[config.mk]
export PLATFORM = sky130hd
export DESIGN_NAME = intra_pos_scheduler_flat
export DESIGN_NICKNAME = d
export VERILOG_FILES = /design/src/rtl/intra_pos_scheduler_pkg.sv /design/src/rtl/intra_pos_scheduler_if.sv /design/src/rtl/intra_blk_cnt.sv /design/src/rtl/intra_pos_scheduler.sv /design/src/flat_wrapper.sv
export SDC_FILE = /design/constraint.sdc
export NUM_CORES = 1
export LEC_CHECK = 0
export CAP_MARGIN = 10
export CORE_AREA = 2 2 61 86
export DETAILED_ROUTE_END_ITERATION = 7
export DIE_AREA = 0 0 63 88
export HOLD_SLACK_MARGIN = 0.03
export PLACE_DENSITY = 0.58
export SLEW_MARGIN = 20
export SYNTH_ARGS = -nofsm -noshare
export SYNTH_HDL_FRONTEND = slang
export SYNTH_SLANG_ARGS = --single-unit
[constraint.sdc]
create_clock -name clk -period 4.15 [get_ports clk]
set_input_delay 0.83 -clock clk [delete_from_list [all_inputs] [get_ports clk]]
set_output_delay 0.83 -clock clk [all_outputs]
set_load 0.005 [all_outputs]
[src/rtl/intra_pos_scheduler_pkg.sv]
// Shared types and constants for the intra 4x4-position scheduler.
// Optional z-order scan is selected by INTRA_SCHED_ZSCAN_EN (see intra_blk_cnt).
package intra_sched_pkg;

  localparam int POS_W_DEF = 3;
  localparam int CNT_W_DEF = 6;

  localparam logic [2:0] LOG2_MIN = 3'd2;
  localparam logic [2:0] LOG2_MAX = 3'd5;

  typedef enum logic [1:0] {
    IDLE = 2'd0,
    RUN  = 2'd1,
    DONE = 2'd2
  } state_e;

  // Blocks-per-side exponent (log2Size - 2), with out-of-range sizes clamped.
  function automatic logic [1:0] size_shift(input logic [2:0] log2_size);
    logic [2:0] clamped;
    if (log2_size < LOG2_MIN) begin
      clamped = LOG2_MIN;
    end else if (log2_size > LOG2_MAX) begin
      clamped = LOG2_MAX;
    end else begin
      clamped = log2_size;
    end
    return 2'(clamped - LOG2_MIN);
  endfunction

endpackage

[src/rtl/intra_pos_scheduler_if.sv]
// Job-request and position-output handshake bundle of the intra position scheduler.
// The scheduler uses the slave modport; the TU control / write-back side uses master.
interface intra_pos_scheduler_if #(
  parameter int POS_W = 3
) ();

  logic             start_valid;
  logic             start_ready;
  logic [2:0]       i_log2Size;
  logic [POS_W-1:0] i_baseX;
  logic [POS_W-1:0] i_baseY;
  logic             modeHor;
  logic             isInter;
  logic             flush;
  logic             o_valid;
  logic             o_ready;
  logic [POS_W-1:0] o_X;
  logic [POS_W-1:0] o_Y;
  logic             o_last;
  logic             done;

  modport master (
    output start_valid, i_log2Size, i_baseX, i_baseY, modeHor, isInter, flush, o_ready,
    input  start_ready, o_valid, o_X, o_Y, o_last, done
  );

  modport slave (
    input  start_valid, i_log2Size, i_baseX, i_baseY, modeHor, isInter, flush, o_ready,
    output start_ready, o_valid, o_X, o_Y, o_last, done
  );

endinterface

[src/rtl/intra_blk_cnt.sv]
// Block counter with relative X/Y decode of its *next* value, so the top can register outputs.
// Raster order by default; z-order when INTRA_SCHED_ZSCAN_EN is defined.
module intra_blk_cnt #(
  parameter int POS_W = 3,
  parameter int CNT_W = 6
) (
  input  logic             clk,
  input  logic             rst,
  input  logic             clr,
  input  logic             inc,
  input  logic [1:0]       shift,
  output logic [POS_W-1:0] rel_x,
  output logic [POS_W-1:0] rel_y,
  output logic             last
);

  logic [CNT_W-1:0] c_q;
  logic [CNT_W-1:0] c_d;
  logic [POS_W-1:0] mask;
  logic [CNT_W-1:0] last_cnt;
  logic [POS_W-1:0] rx_raw;
  logic [POS_W-1:0] ry_raw;

  always_comb begin
    c_d = c_q;
    if (clr) begin
      c_d = '0;
    end else if (inc) begin
      c_d = c_q + 1'b1;
    end
  end

  always_ff @(posedge clk) begin
    if (rst) begin
      c_q <= '0;
    end else begin
      c_q <= c_d;
    end
  end

  assign mask     = ~({POS_W{1'b1}} << shift);
  assign last_cnt = ~({CNT_W{1'b1}} << {shift, 1'b0});

`ifdef INTRA_SCHED_ZSCAN_EN
  // Interleaved bits: even count bits form X, odd bits form Y.
  for (genvar gi = 0; gi < POS_W; gi++) begin : g_zdec
    assign rx_raw[gi] = c_d[2*gi];
    assign ry_raw[gi] = c_d[2*gi+1];
  end
`else
  assign rx_raw = c_d[POS_W-1:0];
  assign ry_raw = POS_W'(c_d >> shift);
`endif

  assign rel_x = rx_raw & mask;
  assign rel_y = ry_raw & mask;
  assign last  = (c_d == last_cnt);

endmodule

[src/rtl/intra_pos_scheduler.sv]
// Emits the 4x4-block grid positions of one TU per handshake, with horizontal-mode transpose.
// Build option INTRA_SCHED_ZSCAN_EN switches the scan from raster to z-order.
module intra_pos_scheduler
  import intra_sched_pkg::*;
#(
  parameter int POS_W = POS_W_DEF,
  parameter int CNT_W = CNT_W_DEF
) (
  input  logic                  clk,
  input  logic                  rst,
  intra_pos_scheduler_if.slave  bus
);

  state_e           state_q, state_d;
  logic [1:0]       shift_q, shift_d;
  logic [POS_W-1:0] base_x_q, base_x_d;
  logic [POS_W-1:0] base_y_q, base_y_d;
  logic             swap_q, swap_d;
  logic             start_ready_q, start_ready_d;
  logic             o_valid_q, o_valid_d;
  logic [POS_W-1:0] o_x_q, o_x_d;
  logic [POS_W-1:0] o_y_q, o_y_d;
  logic             o_last_q, o_last_d;
  logic             done_q, done_d;

  logic             accept;
  logic             cnt_inc;
  logic [1:0]       new_shift;
  logic [POS_W-1:0] new_mask;
  logic [POS_W-1:0] rel_x, rel_y;
  logic             cnt_last;

  assign accept    = (state_q == IDLE) && !bus.flush && bus.start_valid;
  assign new_shift = size_shift(bus.i_log2Size);
  assign new_mask  = ~({POS_W{1'b1}} << new_shift);

  // Job parameters: loaded on accept, base aligned down to the TU size.
  always_comb begin
    shift_d  = shift_q;
    base_x_d = base_x_q;
    base_y_d = base_y_q;
    swap_d   = swap_q;
    if (accept) begin
      shift_d  = new_shift;
      base_x_d = bus.i_baseX & ~new_mask;
      base_y_d = bus.i_baseY & ~new_mask;
      swap_d   = bus.modeHor && !bus.isInter;
    end
  end

  intra_blk_cnt #(
    .POS_W (POS_W),
    .CNT_W (CNT_W)
  ) u_blk_cnt (
    .clk   (clk),
    .rst   (rst),
    .clr   (accept),
    .inc   (cnt_inc),
    .shift (shift_d),
    .rel_x (rel_x),
    .rel_y (rel_y),
    .last  (cnt_last)
  );

  always_comb begin
    state_d       = state_q;
    start_ready_d = start_ready_q;
    o_valid_d     = o_valid_q;
    o_x_d         = o_x_q;
    o_y_d         = o_y_q;
    o_last_d      = o_last_q;
    done_d        = 1'b0;
    cnt_inc       = 1'b0;

    if (bus.flush) begin
      state_d       = IDLE;
      start_ready_d = 1'b1;
      o_valid_d     = 1'b0;
      o_last_d      = 1'b0;
    end else begin
      case (state_q)
        IDLE: begin
          if (bus.start_valid) begin
            state_d       = RUN;
            start_ready_d = 1'b0;
            o_valid_d     = 1'b1;
          end
        end
        RUN: begin
          if (o_valid_q && bus.o_ready) begin
            if (o_last_q) begin
              state_d   = DONE;
              o_valid_d = 1'b0;
              o_last_d  = 1'b0;
              done_d    = 1'b1;
            end else begin
              cnt_inc = 1'b1;
            end
          end
        end
        DONE: begin
          state_d       = IDLE;
          start_ready_d = 1'b1;
        end
        default: begin
          state_d       = IDLE;
          start_ready_d = 1'b1;
          o_valid_d     = 1'b0;
          o_last_d      = 1'b0;
        end
      endcase
    end

    // Position registers only move when a new position is produced, so they hold under stall.
    if (accept || cnt_inc) begin
      o_x_d    = base_x_d + (swap_d ? rel_y : rel_x);
      o_y_d    = base_y_d + (swap_d ? rel_x : rel_y);
      o_last_d = cnt_last;
    end
  end

  always_ff @(posedge clk) begin
    if (rst) begin
      state_q       <= IDLE;
      shift_q       <= '0;
      base_x_q      <= '0;
      base_y_q      <= '0;
      swap_q        <= 1'b0;
      start_ready_q <= 1'b1;
      o_valid_q     <= 1'b0;
      o_x_q         <= '0;
      o_y_q         <= '0;
      o_last_q      <= 1'b0;
      done_q        <= 1'b0;
    end else begin
      state_q       <= state_d;
      shift_q       <= shift_d;
      base_x_q      <= base_x_d;
      base_y_q      <= base_y_d;
      swap_q        <= swap_d;
      start_ready_q <= start_ready_d;
      o_valid_q     <= o_valid_d;
      o_x_q         <= o_x_d;
      o_y_q         <= o_y_d;
      o_last_q      <= o_last_d;
      done_q        <= done_d;
    end
  end

  assign bus.start_ready = start_ready_q;
  assign bus.o_valid     = o_valid_q;
  assign bus.o_X         = o_x_q;
  assign bus.o_Y         = o_y_q;
  assign bus.o_last      = o_last_q;
  assign bus.done        = done_q;

endmodule
[src/flat_wrapper.sv]
// flat-port wrapper written by rule: the top's interface ports become plain ports
module intra_pos_scheduler_flat import intra_sched_pkg::*;
#(
  parameter int POS_W = POS_W_DEF,
  parameter int CNT_W = CNT_W_DEF
)
  (clk, rst, bus_start_valid, bus_i_log2Size, bus_i_baseX, bus_i_baseY, bus_modeHor, bus_isInter, bus_flush, bus_o_ready, bus_start_ready, bus_o_valid, bus_o_X, bus_o_Y, bus_o_last, bus_done);
  intra_pos_scheduler_if #(.POS_W(POS_W)) bus_i ();
  input  logic clk;
  input  logic rst;
  input wire logic [$bits(bus_i.start_valid)-1:0] bus_start_valid;
  input wire logic [$bits(bus_i.i_log2Size)-1:0] bus_i_log2Size;
  input wire logic [$bits(bus_i.i_baseX)-1:0] bus_i_baseX;
  input wire logic [$bits(bus_i.i_baseY)-1:0] bus_i_baseY;
  input wire logic [$bits(bus_i.modeHor)-1:0] bus_modeHor;
  input wire logic [$bits(bus_i.isInter)-1:0] bus_isInter;
  input wire logic [$bits(bus_i.flush)-1:0] bus_flush;
  input wire logic [$bits(bus_i.o_ready)-1:0] bus_o_ready;
  output wire logic [$bits(bus_i.start_ready)-1:0] bus_start_ready;
  output wire logic [$bits(bus_i.o_valid)-1:0] bus_o_valid;
  output wire logic [$bits(bus_i.o_X)-1:0] bus_o_X;
  output wire logic [$bits(bus_i.o_Y)-1:0] bus_o_Y;
  output wire logic [$bits(bus_i.o_last)-1:0] bus_o_last;
  output wire logic [$bits(bus_i.done)-1:0] bus_done;
  assign bus_i.start_valid = bus_start_valid;
  assign bus_i.i_log2Size = bus_i_log2Size;
  assign bus_i.i_baseX = bus_i_baseX;
  assign bus_i.i_baseY = bus_i_baseY;
  assign bus_i.modeHor = bus_modeHor;
  assign bus_i.isInter = bus_isInter;
  assign bus_i.flush = bus_flush;
  assign bus_i.o_ready = bus_o_ready;
  assign bus_start_ready = bus_i.start_ready;
  assign bus_o_valid = bus_i.o_valid;
  assign bus_o_X = bus_i.o_X;
  assign bus_o_Y = bus_i.o_Y;
  assign bus_o_last = bus_i.o_last;
  assign bus_done = bus_i.done;
  intra_pos_scheduler #(.POS_W(POS_W), .CNT_W(CNT_W)) u_core (.clk(clk), .rst(rst), .bus(bus_i));
endmodule
# After elaboration in Yosys (flattened, before gate mapping)

Cells that the tools add are included.

Register bits after elaboration: 27
Logic and storage cells: 85
Input port bits: 16
Output and inout bits: 10

Order comparisons: 2
Equality and inequality tests: 8
Add/sub/neg operators: 4
Multiplexer cells: 29
Bitwise logic cells: 11
Reductions and logical operators: 15
Shift-type cells: 4

Operator list:

| cell                                                  | count |
|---|---|
| 2-to-1 mux 1 bit                                      | 13 |
| bitwise AND 3 bit                                     | 4 |
| 2-to-1 mux 2 bit                                      | 6 |
| 2-to-1 mux 3 bit                                      | 4 |
| 2-to-1 mux 6 bit                                      | 2 |
| NOT 3 bit                                             | 3 |
| adder 3 bit                                           | 2 |
| adder 6 x 1 -> 6 bit, second input constant           | 1 |
| equality test 6 bit                                   | 1 |
| NOT 6 bit                                             | 1 |
| << shifter 3 x 2 -> 3 bit, first input constant       | 2 |
| << shifter 6 x 3 -> 6 bit, first input constant       | 1 |
| right shift 6 x 2 -> 3 bit                            | 1 |
| logical AND 1 bit                                     | 4 |
| inequality test 2 x 1 -> 1 bit, second input constant | 2 |
| inequality test 4 x 2 -> 1 bit, second input constant | 1 |
| one-hot mux 1 bit (2 select lines)                    | 2 |
| one-hot mux 2 bit (2 select lines)                    | 1 |
| AND reduction 2 bit                                   | 2 |
| AND reduction 4 bit                                   | 1 |
| OR reduction 2 bit                                    | 2 |
| OR reduction 4 bit                                    | 1 |
| > comparator 3 bit, second input constant             | 1 |
| < comparator 3 x 2 -> 1 bit, second input constant    | 1 |
| other kinds (11)                                      | 14 |

# Depth between registers and ports, before layout

Gate-level depths: netlist (run 1).

Word-level depth: 10
Gate-level depth with buffers: 16
Mapped depth without buffers: 15

# Cells and area by module

From an unflattened synthesis (run 1), not the netlist that was laid out.

Cell total of the unflattened synthesis: 176
Area, all modules: 1503.9 µm²

Modules (own cells, without submodules):

| module              | sequential area each (µm²) | times used | cells each | area each (µm²) |
|---|---|---|---|---|
| intra_pos_scheduler | 420.4                      | 1          | 120        | 1049.8 |
| intra_blk_cnt       | 120.1                      | 1          | 56         | 454.2 |

# Worst setup path after synthesis (run 1)

OpenSTA, ideal clock, no wires.

Path type: input-to-reg
Start point: input port bus_flush
End point: register u_core.o_x_q[2], in the netlist u_core.bus.o_X[2]
Setup time: 0.131 ns
Path slack: 0.236 ns
Arrival: 3.783 ns
Cell stages on the path: 14
Buffers on the path: 1
Required time: 4.019 ns
Cells stage by stage: or4b_1 clkbuf_8 a21oi_1 mux2_2 o21a_1 a21oi_1 ha_1 inv_1 fa_1 inv_1 a21oi_1 or2_2 a41oi_1 o211ai_1

Cells in the longest elaborated chain, start to end: 9
Elaborated cells between the ends (all ways): 17
Those cells by class: add/sub: 1; shift: 2; mux: 7; bitwise: 3; reduce/logical: 4

RTL lines:

| item                                 | RTL line                                 | RTL |
|---|---|---|
| start: declaration                   | flat_wrapper.sv:17                       | `input wire logic [$bits(bus_i.flush)-1:0] bus_flush;` |
| zero test 1 bit                      | intra_pos_scheduler.sv:33                | `assign accept = (state_q == IDLE) && !bus.flush && bus.start_valid;` |
| logical AND 1 bit (2 in series)      | intra_pos_scheduler.sv:33                |  |
| 2-to-1 mux 2 bit                     | intra_pos_scheduler.sv:43                | `if (accept) begin` |
| << shifter 3 x 2 -> 3 bit            | intra_blk_cnt.sv:41                      | `assign mask = ~({POS_W{1'b1}} << shift);` |
| NOT 3 bit                            | intra_blk_cnt.sv:41                      |  |
| bitwise AND 3 bit (on tied branches) | intra_blk_cnt.sv:55, intra_blk_cnt.sv:56 |  |
| 2-to-1 mux 3 bit                     | intra_pos_scheduler.sv:116               | `o_x_d = base_x_d + (swap_d ? rel_y : rel_x);` |
| adder 3 bit                          | intra_pos_scheduler.sv:116               |  |
| end signal: assignment               | intra_pos_scheduler.sv:131               | `o_x_q <= '0;` |
| end signal: assignment               | intra_pos_scheduler.sv:143               | `o_x_q <= o_x_d;` |
| end: declaration                     | intra_pos_scheduler.sv:21                | `logic [POS_W-1:0] o_x_q, o_x_d;` |

Parallel ways exist; a longest one is shown, timed or not.
A chain may end at the register's enable or synchronous reset.

# Worst setup path after layout (run 1)

Start point: input port bus_flush
End point: register u_core.o_y_q[2], in the netlist u_core.bus.o_Y[2]

Cells in the longest elaborated chain, start to end: 9
Elaborated cells between the ends (all ways): 17
Those cells by class: add/sub: 1; shift: 2; mux: 7; bitwise: 3; reduce/logical: 4

RTL lines:

| item                                 | RTL line                                 | RTL |
|---|---|---|
| zero test 1 bit                      | intra_pos_scheduler.sv:33                |  |
| logical AND 1 bit (2 in series)      | intra_pos_scheduler.sv:33                |  |
| 2-to-1 mux 2 bit                     | intra_pos_scheduler.sv:43                |  |
| << shifter 3 x 2 -> 3 bit            | intra_blk_cnt.sv:41                      |  |
| NOT 3 bit                            | intra_blk_cnt.sv:41                      |  |
| bitwise AND 3 bit (on tied branches) | intra_blk_cnt.sv:56, intra_blk_cnt.sv:55 |  |
| 2-to-1 mux 3 bit                     | intra_pos_scheduler.sv:117               | `o_y_d = base_y_d + (swap_d ? rel_x : rel_y);` |
| adder 3 bit                          | intra_pos_scheduler.sv:117               |  |
| end signal: assignment               | intra_pos_scheduler.sv:144               | `o_y_q <= o_y_d;` |
| end: declaration                     | intra_pos_scheduler.sv:22                | `logic [POS_W-1:0] o_y_q, o_y_d;` |

Parallel ways exist; a longest one is shown, timed or not.

==> summary.md, run 1 <==
| Metric | Value |
|---|---|
| Placed cells | a little over 300 |
| Final Setup Violations | 0 |
| Antenna Cells | 0 |
| Main synth FF type | dfxtp_1 |
| Core area | approximately 0.0048 mm^2 |
| DIE WIDTH | 63 um |
| WL final | 4.445 mm |
| Finished Core Util | 0.4614 |
| FF-to-FF Start | u_core.state_q[0] |
| Num CTS Buffers | 3 |
| DR vias/cell | roughly 5.1 |
| Vias in the first global route | 1539 |
| Synth Area per Inst | 8.136 um^2 |
| CTS tree | yes |
| Placed Area | 0.002088 mm^2 |
| Hold path cells | 2 |
| Maxcap violations | 0 |
| Yosys cell types | 51 |
| Share of the synthesized area in the top cell type | 0.3372 |
| Status | finished clean |
| Buf+Inv Stages, Crit Path | 3 |
| Hold-fix buffers at CTS | 0 |
| Syn Inst Count | 197 |
| Setup TNS | 0 ns |
| WHS Endpoint | u_core.bus.o_Y[1] |
| Max Transition Viols Final | 0 |
| Drc violations | 0 |
| Routed Antenna Nets | 0 |
| Clk slew on worst S/H paths | around 0.10 ns |
| Area delta synth->final | 37.24% |
| Initial Utilization | 0.3362 |
| Final instance area | 0.002200 mm^2 |
| Hold Fails Final Rpt | 0 |
| Post-Syn Area | 0.001603 mm^2 |
| CTS sink count | 27 |
| Io pins | 26 |
| Post-layout minimum cycle time | 3.974 ns |
| Worst slew margin | 0.6879 |
| Fmax | 0.2517 GHz |
| Leak | 0.0008666 uW |
| Overall Global Routing Usage | 0.1655 |
| Vias | 1595 |
| Worst VDD drop | between 0.1 and 0.15 mV |
| CP endpoint kind | flip-flop |
| Drt initial violations | 52 |
| Synth area leader | dfxtp_1 |
| Final non-filler cell total | 311 |
| CP peak stage delay | between 0.5 and 0.6 ns |
| Clock skew | roughly 0.0079 ns |
| Wire per inst | 14.29 um |
| GRT Residual Overflow | 0 |
| DRT Pass-1 Iters | 4 |
| Port buffer count | 25 |
| Family with the most delay on the worst path | compound AO/OA/AOI/OAI gates |
| First-pass GRT wire length | between 7 and 8 mm |
| Crit-path most repeated cell | buf_4 |
| RePlAce Congestion | 0.8717 |
| Post-synthesis sequential area ratio | 0.3372 |
| Die area | 0.005544 mm^2 |
| Largest net degree at the start of global routing | 16 |
| Crit-path slowest cell | or4b_4 |
| # rows | 30 |
| Unrepaired setup endpoints after global routing | yes |
| Crit path cell chain | clkdlybuf4s50_1 -> or4b_4 -> o31a_2 -> o21ai_1 -> buf_4 -> mux2i_2 -> buf_4 -> a32o_1 -> fa_1 -> xnor2_1 -> or3_1 -> a311oi_1 |
| #FFs+latches synth | 27 |
| Later-pin clock latency in the skew report | 0.28 ns |
| R2R Path End | u_core.bus.o_Y[2] |
| Initial antenna violation count | 0 |
| CP max FO | 5 |
| Syn nets | 219 |
| Period utilisation layout | 0.9575 |
| Die Ht | approximately 90 um |
| R2R Setup Slk | 0.63 ns |
| Post-DP HPWL | 3.518 mm |
| Critical path data required time | 4.35 ns |
| Post-synth EDFFs | 0 |
| Hold Startpoint | u_core.bus.o_Y[1] |
| Root Buffer | clkbuf_8 |
| Fraction of registers with async set/reset | 0 |
| FF-to-FF path depth | 11 |
| CP startpoint kind | input port |
| Crit Path Class | in -> reg |
| Critical Path AT | 4.18 ns |
| Layout Nets | 270 |
| Hold Crit Class | reg -> reg |
| PD cells | approximately 240 mW/mm^2 |
| Yosys warns | 0 |
| Worst-margin pin slew | 0.4651 ns |
| Share of layout cells above drive strength 1 | 0.2146 |
| Area contributors post-synth | dfxtp_1 (34%), nor2_1 (6.6%), nand2_1 (5.6%) |
| H-tree Lvls | 1 |
| Max Buffers Root-to-Sink | 2 |
-- repair_timing --
item                       CTS  global route
setup endpoints to repair    0             2
buffers inserted             0             1
gates resized for setup      0            14
-- metal layers --
metal,vias to the layer above,share of wire,global-route usage
li1,803,-,-
met1,753,0.40,0.1768
met2,32,0.56,0.3298
met3,7,0.023,0.01671
met4,0,0.020,0.06465
met5,-,0,0
-- cells in the final DEF (no fill, tap or decap), drive strengths merged, types with 3 or more instances in the layout --
cell,instances
ha,4
nand3,7
buf,28
and3,3
nor4,3
nor2,28
and2,7
dfxtp,27
a21oi,12
mux2,4
mux2i,3
nand3b,3
nor3,7
clkdlybuf4s50,25
nand2,24
clkbuf,3
xnor2,3
o21ai,12
inv,6
o21a,3
-- synth_stat cells (2+ instances only) --
cell / count
a22o_1: 2
inv_1: 6
dfxtp_1: 27
o21ai_0: 11
nand3_1: 7
buf_6: 2
or3_1: 2
a211oi_1: 2
fa_1: 2
nor2_1: 28
o21a_1: 3
mux2i_1: 3
xnor2_1: 3
and2_1: 6
or4_1: 2
nand3b_1: 3
nand4_1: 2
clkbuf_1: 2
nand2_1: 24
and3_1: 3
mux2_2: 3
a21oi_1: 12
o211ai_1: 2
nor4_1: 2
nor3_1: 7
ha_1: 4
nor4b_1: 2
buf_2: 2
-- metrics by stage --
| step | hold WS [ns] | power [uW] | worst slack (ns) |
|---|---|---|---|
| floorplan | 0.4456 | 320.9 | 0.2358 |
| global placement | 0.4426 | 366.1 | -0.2037 |
| detailed placement | 0.4476 | 366.0 | -0.2636 |
| CTS | 0.4639 | 522.7 | 0.01964 |
| global route | 0.4731 | 543.9 | -0.02485 |
| finish | 0.4579 | 519.2 | 0.1763 |
-- state kept, by name, indices dropped and copies added, names as in the netlist --
name / count
u_core.state_q: 2
u_core.bus.o_Y: 3
u_core.bus.o_valid: 1
u_core.bus.start_ready: 1
u_core.base_y_q: 3
u_core.bus.o_X: 3
u_core.swap_q: 1
u_core.bus.done: 1
u_core.base_x_q: 3
u_core.u_blk_cnt.c_q: 6
u_core.shift_q: 2
u_core.bus.o_last: 1
-- worst reg2reg max path: cells and delay by family, from the launching register on --
kind            cells  cell delay (ns)
xor+xnor            1             0.14
flops               1             0.55
simple gates        2             0.93
compound gates      4             1.02
fa+ha+maj           1             0.44
mux                 1             0.07
buf+inv             2             0.30
-- layout make-up --
| cell class | instances | area (um^2) |
|---|---|---|
| tap | 64 | 80.08 |
| multi-input combinational | 157 | 1050 |
| inverter | 6 | 22.52 |
| clock inverter | 1 | 5.005 |
| sequential | 27 | 540.5 |
| timing repair buffer | 53 | 460.4 |
| fill | 497 | 2567 |
| clock buffer | 3 | 41.29 |
-- kinds of logic (layout without fill, tap and decap cells) --
logic type                 count (synthesis)  count (layout)  synth area share
muxes                                      7               7           0.04918
DFF                                       27              27            0.3372
adders and majority gates                  6               6           0.05621
and+or+nand+nor                           96              96            0.3130
xor gates and xnor gates                   4               4           0.02186
buffers and inverters                     13              63           0.04762
AOI/OAI and AO/OA                         44              44            0.1749
-- how the worst max path moves through the flow --
stage               startpoint           endpoint  slack (ns)  depth (start not counted)
finish               bus_flush  u_core.bus.o_Y[2]        0.18                         12
global route         bus_flush  u_core.bus.o_X[2]       -0.02                         15
CTS                  bus_flush  u_core.bus.o_Y[2]        0.02                         13
detailed placement   bus_flush  u_core.bus.o_Y[2]       -0.26                         13
global placement     bus_flush  u_core.bus.o_Y[2]       -0.20                         13
floorplan            bus_flush  u_core.bus.o_X[2]        0.24                         14
-- power by group --
group	switching (uW)	internal (uW)
logic	43.6	48.1
clock network	88.3	67.6
registers	5.78	266
No activity file was read; power rests on OpenSTA's default activity.
==> run 2, diff against run 1 <==
- CTS_CLUSTER_SIZE: not set -> 28
==> results of run 2 <==
Same layout as run 1: the final DEF is identical, and so are final timing and power.
